$ cat src/rtl/input_sram_loader_pkg.sv
// rtl/input_sram_loader_pkg.sv - shared constants, state encoding and header range check for the input SRAM loader
package input_sram_loader_pkg;
  localparam int ADDR_W = 12;
  localparam int DATA_W = 16;
  localparam logic [DATA_W-1:0] END_MARKER = 16'h00FF;
  localparam int DEF_MIN_DIM = 3;
  localparam int DEF_MAX_DIM = 16;
  localparam logic [ADDR_W-1:0] LAST_ADDR = '1;

  typedef enum logic [2:0] {
    IDLE,
    HDR_R,
    HDR_C,
    DATA,
    TERM,
    ERR
  } state_t;

  function automatic logic dim_ok(input logic [DATA_W-1:0] v, input int lo, input int hi);
    return (int'(v) >= lo) && (int'(v) <= hi);
  endfunction
endpackage

$ cat src/rtl/input_sram_loader_col_mask_gen.sv
// rtl/input_sram_loader_col_mask_gen.sv - column count to pixel mask (bits [C-1:0] set)
module col_mask_gen
  import input_sram_loader_pkg::*;
(
  input  logic [4:0]        cols,
  output logic [DATA_W-1:0] mask
);
  always_comb begin
    mask = '0;
    for (int i = 0; i < DATA_W; i++) begin
      mask[i] = (5'(i) < cols);
    end
  end
endmodule

$ cat src/rtl/input_sram_loader.sv
// rtl/input_sram_loader.sv - streams matrix images into the input SRAM and closes each job with the end marker
module input_sram_loader
  import input_sram_loader_pkg::*;
#(
  parameter logic [ADDR_W-1:0] BASE_ADDR = 12'h000,
  parameter int                MIN_DIM   = DEF_MIN_DIM,
  parameter int                MAX_DIM   = DEF_MAX_DIM
) (
  input  logic              clk,
  input  logic              reset_b,
  input  logic              load_start,
  input  logic              in_valid,
  input  logic [DATA_W-1:0] in_data,
  input  logic              in_final,
  output logic              in_ready,
  output logic              loader_busy,
  output logic              loader_done,
  output logic              loader_error,
  output logic [ADDR_W-1:0] loader_sram_write_address,
  output logic [DATA_W-1:0] loader_sram_write_data,
  output logic              loader_sram_write_enable
);
  state_t state, state_n;

  logic [ADDR_W-1:0] wr_ptr, wr_ptr_n, addr_n;
  logic [4:0]        rows_q, rows_n, cols_q, cols_n, row_cnt, row_cnt_n;
  logic [DATA_W-1:0] data_n, col_mask, wr_word;
  logic              we_n, busy_n, done_n, error_n, wr_req, accept, at_last_addr;

  col_mask_gen u_col_mask (
    .cols (cols_q),
    .mask (col_mask)
  );

  assign in_ready     = (state == HDR_R) || (state == HDR_C) || (state == DATA);
  assign accept       = in_valid & in_ready;
  assign at_last_addr = (wr_ptr == LAST_ADDR);

  always_ff @(posedge clk or negedge reset_b) begin
    if (!reset_b) state <= IDLE;
    else          state <= state_n;
  end

  always_comb begin
    state_n   = state;
    wr_ptr_n  = wr_ptr;
    rows_n    = rows_q;
    cols_n    = cols_q;
    row_cnt_n = row_cnt;
    addr_n    = loader_sram_write_address;
    data_n    = loader_sram_write_data;
    we_n      = 1'b0;
    busy_n    = loader_busy;
    done_n    = 1'b0;
    error_n   = loader_error;
    wr_req    = 1'b0;
    wr_word   = '0;

    case (state)
      IDLE: begin
        busy_n = 1'b0;
        if (load_start) begin
          state_n  = HDR_R;
          wr_ptr_n = BASE_ADDR;
          error_n  = 1'b0;
          busy_n   = 1'b1;
        end
      end
      HDR_R: begin
        if (accept) begin
          if (at_last_addr) begin
            state_n = ERR;
          end else begin
            wr_req    = 1'b1;
            wr_word   = in_data;
            rows_n    = in_data[4:0];
            row_cnt_n = '0;
            state_n   = dim_ok(in_data, MIN_DIM, MAX_DIM) ? HDR_C : ERR;
          end
        end
      end
      HDR_C: begin
        if (accept) begin
          if (at_last_addr) begin
            state_n = ERR;
          end else begin
            wr_req  = 1'b1;
            wr_word = in_data;
            cols_n  = in_data[4:0];
            state_n = dim_ok(in_data, MIN_DIM, MAX_DIM) ? DATA : ERR;
          end
        end
      end
      DATA: begin
        if (accept) begin
          if (at_last_addr) begin
            state_n = ERR;
          end else begin
            wr_req    = 1'b1;
            wr_word   = in_data & col_mask;
            row_cnt_n = row_cnt + 5'd1;
            if (row_cnt == rows_q - 5'd1) state_n = in_final ? TERM : HDR_R;
            else if (in_final)            state_n = ERR;
          end
        end
      end
      TERM: begin
        // marker may land on the reserved last address; no handshake needed
        wr_req  = 1'b1;
        wr_word = END_MARKER;
        done_n  = 1'b1;
        state_n = IDLE;
      end
      ERR: begin
        error_n = 1'b1;
        busy_n  = 1'b0;
        state_n = IDLE;
      end
      default: state_n = IDLE;
    endcase

    if (wr_req) begin
      we_n     = 1'b1;
      addr_n   = wr_ptr;
      data_n   = wr_word;
      wr_ptr_n = wr_ptr + 12'd1;
    end
  end

  always_ff @(posedge clk or negedge reset_b) begin
    if (!reset_b) begin
      wr_ptr                    <= '0;
      rows_q                    <= '0;
      cols_q                    <= '0;
      row_cnt                   <= '0;
      loader_sram_write_address <= '0;
      loader_sram_write_data    <= '0;
      loader_sram_write_enable  <= 1'b0;
      loader_busy               <= 1'b0;
      loader_done               <= 1'b0;
      loader_error              <= 1'b0;
    end else begin
      wr_ptr                    <= wr_ptr_n;
      rows_q                    <= rows_n;
      cols_q                    <= cols_n;
      row_cnt                   <= row_cnt_n;
      loader_sram_write_address <= addr_n;
      loader_sram_write_data    <= data_n;
      loader_sram_write_enable  <= we_n;
      loader_busy               <= busy_n;
      loader_done               <= done_n;
      loader_error              <= error_n;
    end
  end
endmodule

$ cat config.mk
export PLATFORM = sky130hd
export DESIGN_NAME = input_sram_loader
export DESIGN_NICKNAME = d
export VERILOG_FILES = /design/src/rtl/input_sram_loader_pkg.sv /design/src/rtl/input_sram_loader_col_mask_gen.sv /design/src/rtl/input_sram_loader.sv
export SDC_FILE = /design/constraint.sdc
export NUM_CORES = 1
export LEC_CHECK = 0
export ABC_CLOCK_PERIOD_IN_PS = 5400
export CAP_MARGIN = 20
export CORE_AREA = 2 2 77 79
export DETAILED_ROUTE_END_ITERATION = 16
export DIE_AREA = 0 0 79 81
export GPL_ROUTABILITY_DRIVEN = 0
export PLACE_DENSITY_LB_ADDON = 0.15
export SLEW_MARGIN = 5
export SYNTH_ARGS = -nofsm -noshare
export SYNTH_HDL_FRONTEND = slang
export SYNTH_SLANG_ARGS = --single-unit
$ cat constraint.sdc
create_clock -name clk -period 5.4 [get_ports clk]
set_clock_uncertainty 0.1 [all_clocks]
set_input_delay 0.54 -clock clk [delete_from_list [all_inputs] [get_ports clk]]
set_output_delay 0.54 -clock clk [all_outputs]
set_load 0.02 [all_outputs]
Yosys cells after proc, flatten, opt, wreduce, memory -nomap -nowiden
Index checks and enable logic that the tools add are counted.
{"block": "totals", "ff_bits": 62, "inputBits": 21, "out_inout_bits": 33, "wordCells": 100}
{"block": "op_classes", "n_addsub": 3, "order_cmp": 18, "eq_ne": 14, "n_mux": 35, "bitwise": 3, "reduce_logical": 16}
{"operator": "two-way mux 16 bit", "count": 4}
{"operator": "one-hot mux 16 bit (3 select lines)", "count": 1}
{"operator": "less-than comparator 4 x 5 -> 1 bit (first input constant)", "count": 8}
{"operator": "two-way mux 12 bit", "count": 3}
{"operator": "two-way mux 3 bit", "count": 12}
{"operator": "less-than comparator 3 x 5 -> 1 bit (first input constant)", "count": 4}
{"operator": "two-way mux 5 bit", "count": 4}
{"operator": "AND 16 bit", "count": 1}
{"operator": "greater-or-equal comparator 16 x 2 -> 1 bit (second input constant)", "count": 1}
{"operator": "less-or-equal comparator 16 x 5 -> 1 bit (second input constant)", "count": 1}
{"operator": "adder 12 x 1 -> 12 bit (second input constant)", "count": 1}
{"operator": "== test 12 bit (second input constant)", "count": 1}
{"operator": "inequality test 2 bit (second input constant)", "count": 6}
{"operator": "one-hot mux 3 bit (4 select lines)", "count": 1}
{"operator": "less-than comparator 1 x 5 -> 1 bit (first input constant)", "count": 2}
{"operator": "less-than comparator 2 x 5 -> 1 bit (first input constant)", "count": 2}
{"operator": "one-hot mux 5 bit (2 select lines)", "count": 1}
{"operator": "AND reduction 5 bit", "count": 2}
{"operator": "nonzero test 2 bit", "count": 4}
{"operator": "== test 3 x 2 -> 1 bit (second input constant)", "count": 2}
{"operator": "== test 3 bit (second input constant)", "count": 2}
{"operator": "two-way mux 1 bit", "count": 6}
{"operator": "one-hot mux 1 bit (2 select lines)", "count": 3}
{"operator": "AND reduction 3 bit", "count": 2}
{"operator": "13 further kinds", "count": 15}

Depth between registers and ports, before layout
Gate-level depths: netlist of the first run.
{"block": "logic_depth", "word_depth": 8, "ltp_mapped": 8, "mapped_depth_nobuf": 7}

By module
A second synthesis of the first run with hierarchy kept.
{"block": "hier_totals", "cells_unflattened": 336, "area_unflattened_um2": 3280.6}
{"mod": "input_sram_loader", "n_inst": 1, "cells_each": 308, "area_per_inst_um2": 3115.5, "seq_area_each_um2": 1551.5}
{"mod": "col_mask_gen", "n_inst": 1, "cells_each": 28, "area_per_inst_um2": 165.2, "seq_area_each_um2": 0.0}

Worst setup path before layout of the first run
Ideal clock, no wire load.
{"block": "synth_timing", "path_kind": "register to register", "startpoint": "reg wr_ptr[0]", "endpoint": "reg wr_ptr[3]", "setup_time_ps": 126, "arrival_ps": 1823, "required_ps": 5174, "slack_ps": 3351, "stages_incl_launch_ff": 8, "n_path_buf": 1, "synth_period_minus_slack_ps": 2049, "path_cell_list": "dfrtp_1 > ha_1 > nand4_2 > o31a_1 > a21oi_2 > buf_6 > nor3_1 > a311o_1"}
{"block": "synth_via", "elab_chain_len": 6, "elab_cells_between_ends": 9, "cone_classes": "add/sub: 1; eq/ne: 1; mux: 4; reduce/logical: 3"}
{"item": "from (decl)", "line_no": "input_sram_loader.sv:25", "source": "logic [ADDR_W-1:0] wr_ptr, wr_ptr_n, addr_n;"}
{"item": "from (signal assigned)", "line_no": "input_sram_loader.sv:143", "source": "wr_ptr <= wr_ptr_n;"}
{"item": "== test 12 bit", "line_no": "input_sram_loader.sv:37", "source": "assign at_last_addr = (wr_ptr == LAST_ADDR);"}
{"item": "two-way mux 1 bit", "line_no": "input_sram_loader.sv:71, input_sram_loader.sv:84, input_sram_loader.sv:96"}
{"item": "two-way mux 1 bit", "line_no": "input_sram_loader.sv:95", "source": "if (accept) begin"}
{"item": "one-hot mux 1 bit (2 select lines)", "line_no": "input_sram_loader.sv:59", "source": "case (state)"}
{"item": "nonzero test 2 bit (no line)"}
{"item": "AND reduction 2 bit (no line)"}
Several ways; a longest one is shown, not always the timed one.
A chain may end at the register's enable or synchronous reset.

Final worst setup path of the first run
{"block": "layout_timing", "startpoint": "reg wr_ptr[0]", "endpoint": "reg wr_ptr[6]"}
Same word-level chain as after synthesis.

==> impl_metrics.json, run 1 <==
{
  "netlist_area_um2": 3090,
  "drt_first_pass_iters": 4,
  "worstPathArrival_ps": 2870,
  "grt_pass1_wl_um": 11600,
  "min_period_ps": 2740,
  "ys_seq_area_share_pct": 50.3,
  "r2r-start": "wr_ptr[0]$_DFFE_PN0P_",
  "cts_made_buffers": 9,
  "setup_viol": 0,
  "viasPerCell": 5.74,
  "syn_inst": 318,
  "cts_root_buf": "clkbuf_8",
  "grt_max_degree": 63,
  "syn_avg_cell_area_um2": 9.70,
  "cp-end-kind": "flop",
  "r2r-end": "wr_ptr[6]$_DFFE_PN0P_",
  "reg2reg_slack_ps": 2660,
  "grt.total_usage_pct": 24.0,
  "wire_per_inst_um": 15.3,
  "synth.most_common_cell": "dfrtp_1",
  "yosysTopAreaCell": "dfrtp_1",
  "slowest_delay_ps": 430,
  "rr_worst_depth": 8,
  "crit_chain": "ha_1 > nand4_2 > o31a_1 > a21oi_2 > buf_4 > inv_2 > and3_1 > a311o_1",
  "cts_hold_buf": 0,
  "rows": 28,
  "ctsResizeCount": 0,
  "tns_ps": 0,
  "p_leak_nw": 1.73,
  "start_util_pct": 54.4,
  "peakVddDrop_v": 0.000307,
  "worstSetupPathType": "reg2reg",
  "syn-num-nets": 342,
  "combinationalPowerShare_pct": 41.3,
  "cp-start-kind": "flop",
  "power_frac_seq_pct": 35.8,
  "cellPowerDensity_nw_per_um2": 514,
  "maxCapViolations": 0,
  "setup_slack_ps": 2660,
  "grt.overflow.total": 0,
  "synth.area.top_cells": "dfrtp_1 (50%), nand2_1 (7.2%), o21ai_0 (3.6%), nand3_1 (3.4%), a21oi_1 (2.8%)",
  "tightest_slew_ps": 763,
  "antenna_found_initial": 0,
  "hold-worst-slack_ps": 249,
  "cts_htree_levels": 3,
  "diodes": 0,
  "slowest_stage": "dfrtp_1",
  "grt_pass1_vias": 2472,
  "via_count": 2599,
  "clock_latency_ps": 350,
  "io_buffers": 53,
  "slew_viol_final": 0,
  "area_growth_pct": 25.9,
  "preCtsSetupSlack_ps": 2730,
  "nets": 397,
  "clock_power_share_pct": 22.9,
  "postCtsSetupRepairBufs": 0,
  "swShare_pct": 38.2,
  "status": "completed",
  "crit_required_ps": 5520,
  "synthFlopType": "dfrtp_1",
  "max_slew_margin_pct": 49.2,
  "crit_fanout": 29,
  "ys_ff_latch": 62,
  "async_flop_share_pct": 100,
  "rsz0062_at_grt": "false",
  "drive_gt1_share_pct": 9.79,
  "total_power_w": 0.00200,
  "die_y_um": 81,
  "hold_violations": 0,
  "cts_tree": "yes",
  "yosysTopAreaCellShare_pct": 50.3,
  "ys_warn_count": 0,
  "drt_iter0_markers": 158,
  "hpwl_um": 4910,
  "design.die.area_um2": 6400,
  "synth.distinct_cells": 52,
  "drc": 0,
  "cp_num_buf_inv": 2,
  "routed_wl_um": 6950,
  "cp_top_family": "compound AO/OA/AOI/OAI gates",
  "antenna_left": 0,
  "intPower_w": 0.00123,
  "cts_buffer_depth": 2,
  "hp-class": "in2async",
  "synth-edff-count": 0,
  "core_um2": 5680,
  "switching_power_w": 0.000763,
  "fin_crit_sh_pct": 50.8,
  "die_w_um": 79,
  "synth_commonest_cells": "dfrtp_1 (62), nand2_1 (59), o21ai_0 (22)",
  "clock_sinks": 62,
  "fmax_mhz": 365,
  "ios": 54,
  "cts.clk_slew.worst_paths_ps": 70
}
==> worst max path at each step <==
stage               cells after the start                     to  slack [ps]             startpoint
global route                            8  wr_ptr[6]$_DFFE_PN0P_        2440   state[0]$_DFFE_PN0P_
CTS                                     8  wr_ptr[6]$_DFFE_PN0P_        2670  wr_ptr[0]$_DFFE_PN0P_
finish                                  8  wr_ptr[6]$_DFFE_PN0P_        2660  wr_ptr[0]$_DFFE_PN0P_
floorplan                               7  wr_ptr[3]$_DFFE_PN0P_        3350  wr_ptr[0]$_DFFE_PN0P_
detailed placement                      8  wr_ptr[3]$_DFFE_PN0P_        2730  wr_ptr[0]$_DFFE_PN0P_
global placement                        8  wr_ptr[3]$_DFFE_PN0P_        2810  wr_ptr[0]$_DFFE_PN0P_
==> placed cells by master (no fill, tap or decap), types with 3 or more instances in the layout <==
cell / count
dfrtp_1: 62
nand2_1: 59
nand2b_1: 3
xnor2_1: 6
nor3_1: 9
and3_1: 7
nand4_1: 9
ha_1: 3
clkbuf_8: 10
inv_1: 8
nand3_1: 21
mux2_2: 7
or3_1: 4
clkdlybuf4s50_1: 52
xor2_1: 3
a21oi_1: 17
nor4_1: 4
mux2i_1: 7
o31a_1: 3
a32o_1: 3
o21ai_0: 22
nor2_1: 11
a22o_1: 4
==> power by group through the flow <==
stage,clock [W],sequential [W],combinational [W]
floorplan,0,0.000792,0.000453
global placement,0,0.000720,0.000812
detailed placement,0,0.000724,0.000824
CTS,0.000465,0.000715,0.000829
global route,0.000486,0.000734,0.000907
finish,0.000456,0.000715,0.000824
==> flip-flops by register name (all words and copies together) (netlist names), 3 cells and up <==
| register | flops |
|---|---|
| loader_sram_write_data | 16 |
| loader_sram_write_address | 12 |
| wr_ptr | 12 |
| cols_q | 5 |
| row_cnt | 5 |
| rows_q | 5 |
| state | 3 |
==> final cells by class <==
| type | count | area, µm² |
|---|---|---|
| clock inverter | 6 | 85.1 |
| clock buffer | 10 | 138 |
| inverter | 10 | 37.5 |
| sequential | 62 | 1550 |
| multi-input combinational | 235 | 1440 |
| tap | 75 | 93.8 |
| fill | 451 | 1790 |
| timing repair buffer | 55 | 541 |
==> logic make-up after synthesis <==
kind of cell               after synthesis  share of synthesized area [%]
AOI/OAI and AO/OA                       70                           15.5
xor gates and xnor gates                10                           3.28
adders and majority gates                3                           1.22
buffers and inverters                   21                           3.12
DFF                                     62                           50.3
muxes                                   14                           4.83
and+or+nand+nor                        138                           21.8
==> per-stage QoR <==
step,std cells,cell area [µm²],util (%)
floorplan,318,3090,-
global placement,437,3660,64.5
detailed placement,437,3660,64.5
CTS,453,3880,68.4
global route,453,3880,68.4
finish,453,3880,68.4
==> per-layer routing <==
layer | routed length, µm | global-route usage (%)
met4 | 221 | 15.0
met3 | 267 | 4.89
met2 | 3380 | 37.0
met1 | 3080 | 31.3
met5 | 0 | 0
Power figures use the tool's default switching activity.
==> inputs of run 2 (changes only) <==
- ABC_CLOCK_PERIOD_IN_PS: 5400 -> 2300
- CORE_AREA: 2 2 77 79 -> 2 2 84 86
- DIE_AREA: 0 0 79 81 -> 0 0 86 88
- clock period: 5.4 -> 2.3 ns (I/O delays scaled with it)
==> impl_metrics.json, run 2 (same netlist as run 1, synthesis figures left out) <==
{
  "p_leak_nw": 1.83,
  "grt.total_usage_pct": 20.8,
  "grt_pass1_wl_um": 12300,
  "setup_viol": 0,
  "drt_first_pass_iters": 4,
  "slew_viol_final": 0,
  "die_y_um": 88,
  "cts_made_buffers": 9,
  "cp-end-kind": "primary output",
  "rsz0062_at_grt": "false",
  "crit_chain": "o21ba_2 > clkdlybuf4s50_1",
  "area_growth_pct": 31.3,
  "wire_per_inst_um": 15.1,
  "clock_power_share_pct": 20.3,
  "fmax_mhz": 458,
  "hold_violations": 0,
  "diodes": 0,
  "start_util_pct": 46.4,
  "grt_max_degree": 41,
  "place_area_um2": 3840,
  "final_common_cell": "dfrtp_1",
  "drt_iter0_markers": 111,
  "crit_fanout": 11,
  "antenna_found_initial": 0,
  "via_count": 2657,
  "power_frac_seq_pct": 34.3,
  "drive_gt1_share_pct": 14.5,
  "r2r-start": "wr_ptr[1]$_DFFE_PN0P_",
  "min_period_ps": 2180,
  "slowest_delay_ps": 630,
  "stdcell_area_um2": 4050,
  "r2r-end": "wr_ptr[3]$_DFFE_PN0P_",
  "drc": 0,
  "hp-class": "in2async",
  "cts_tree": "yes",
  "cts_htree_levels": 3,
  "tightest_slew_ps": 538,
  "swShare_pct": 38.6,
  "largest_reg_flops": 16,
  "rr_worst_depth": 7,
  "worstPathArrival_ps": 1850,
  "grt_pass1_vias": 2590,
  "reg2reg_slack_ps": 160,
  "max_slew_margin_pct": 64.1,
  "hold-worst-slack_ps": 295,
  "switching_power_w": 0.00184,
  "maxCapViolations": 0,
  "crit_required_ps": 1970,
  "viasPerCell": 5.54,
  "die_w_um": 86,
  "ios": 54,
  "clock_sinks": 62,
  "core_um2": 6640,
  "cellPowerDensity_nw_per_um2": 1180,
  "antenna_left": 0,
  "reg.largest.list": "loader_sram_write_data x16, loader_sram_write_address x12, wr_ptr x12",
  "total_power_w": 0.00478,
  "cts_root_buf": "clkbuf_8",
  "grt.overflow.total": 0,
  "peakVddDrop_v": 0.000614,
  "cp-endpoint": "in_ready",
  "startpoint": "state[2]$_DFFE_PN0P_",
  "combinationalPowerShare_pct": 45.4,
  "cp-start-kind": "flop",
  "top_register": "loader_sram_write_data",
  "routed_wl_um": 7240,
  "tns_ps": 0,
  "cts.clk_slew.worst_paths_ps": 70,
  "intPower_w": 0.00294,
  "rows": 30,
  "fin_crit_sh_pct": 95.0,
  "cts_buffer_depth": 2,
  "final_cell_mix": "dfrtp_1 (62), nand2_1 (59), clkdlybuf4s50_1 (52)",
  "clock_latency_ps": 340,
  "slowest_stage": "clkdlybuf4s50_1",
  "nets": 419,
  "hpwl_um": 5230,
  "design.die.area_um2": 7570,
  "worstSetupPathType": "reg2out",
  "io_buffers": 53,
  "status": "completed"
}
run 2: layout make-up:
type	instances	area (µm²)
Clock buffer	11	141
Clock inverter	5	58.8
Fill cell	577	2590
Inverter	10	37.5
Multi-Input combinational cell	235	1440
Sequential cell	62	1550
Tap cell	80	100
Timing Repair Buffer	77	721
run 2: worst min path at each step:
stage	start	to	slack [ps]	cells past startpoint
global placement	reset_b	loader_sram_write_enable$_DFF_PN0_	140	1
CTS	reset_b	loader_sram_write_address[10]$_DFFE_PN0P_	300	2
detailed placement	reset_b	loader_sram_write_address[10]$_DFFE_PN0P_	140	1
floorplan	reset_b	cols_q[0]$_DFFE_PN0P_	-170	0
global route	reset_b	wr_ptr[9]$_DFFE_PN0P_	340	2
finish	reset_b	loader_sram_write_address[10]$_DFFE_PN0P_	300	2
run 2: timing repair:
action	in CTS	in global routing
endpoints found under the hold margin	22	0
endpoints found under the setup margin	0	1
resized for setup	0	1
hold buffers	1	0
buffers inserted	0	0
run 2: stage by stage:
| stage | std cells | util, % | worst slack [ps] |
|---|---|---|---|
| after global placement | 463 | 57.8 | 167 |
| after floorplan | 318 | - | 251 |
| after detailed placement | 463 | 57.8 | 134 |
| final | 480 | 61.0 | 116 |
| after CTS | 480 | 60.9 | 106 |
| after global routing | 480 | 61.0 | 23.3 |
run 2: critical path: cells and delay by family (launching register included):
kind	cells	cell delay [ps]
buffers and inverters	1	630
flip-flops	1	510
AO/OA/AOI/OAI	1	370
run 2: layer usage:
layer / up-vias / wire, µm / track usage, %
li1: 1308 / - / -
met1: 1279 / 3340 / 27.6
met2: 57 / 3520 / 33.9
met3: 13 / 232 / 3.02
met4: 0 / 150 / 9.38
met5: - / 0 / 0
run 2: power by group through the flow:
| stage | Combinational, W | Clock (W) | Sequential (W) |
|---|---|---|---|
| after floorplan | 0.00106 | 0 | 0.00186 |
| after global placement | 0.00214 | 0 | 0.00164 |
| after detailed placement | 0.00217 | 0 | 0.00165 |
| after CTS | 0.00219 | 0.00100 | 0.00164 |
| after global routing | 0.00239 | 0.00105 | 0.00168 |
| final | 0.00217 | 0.000973 | 0.00164 |
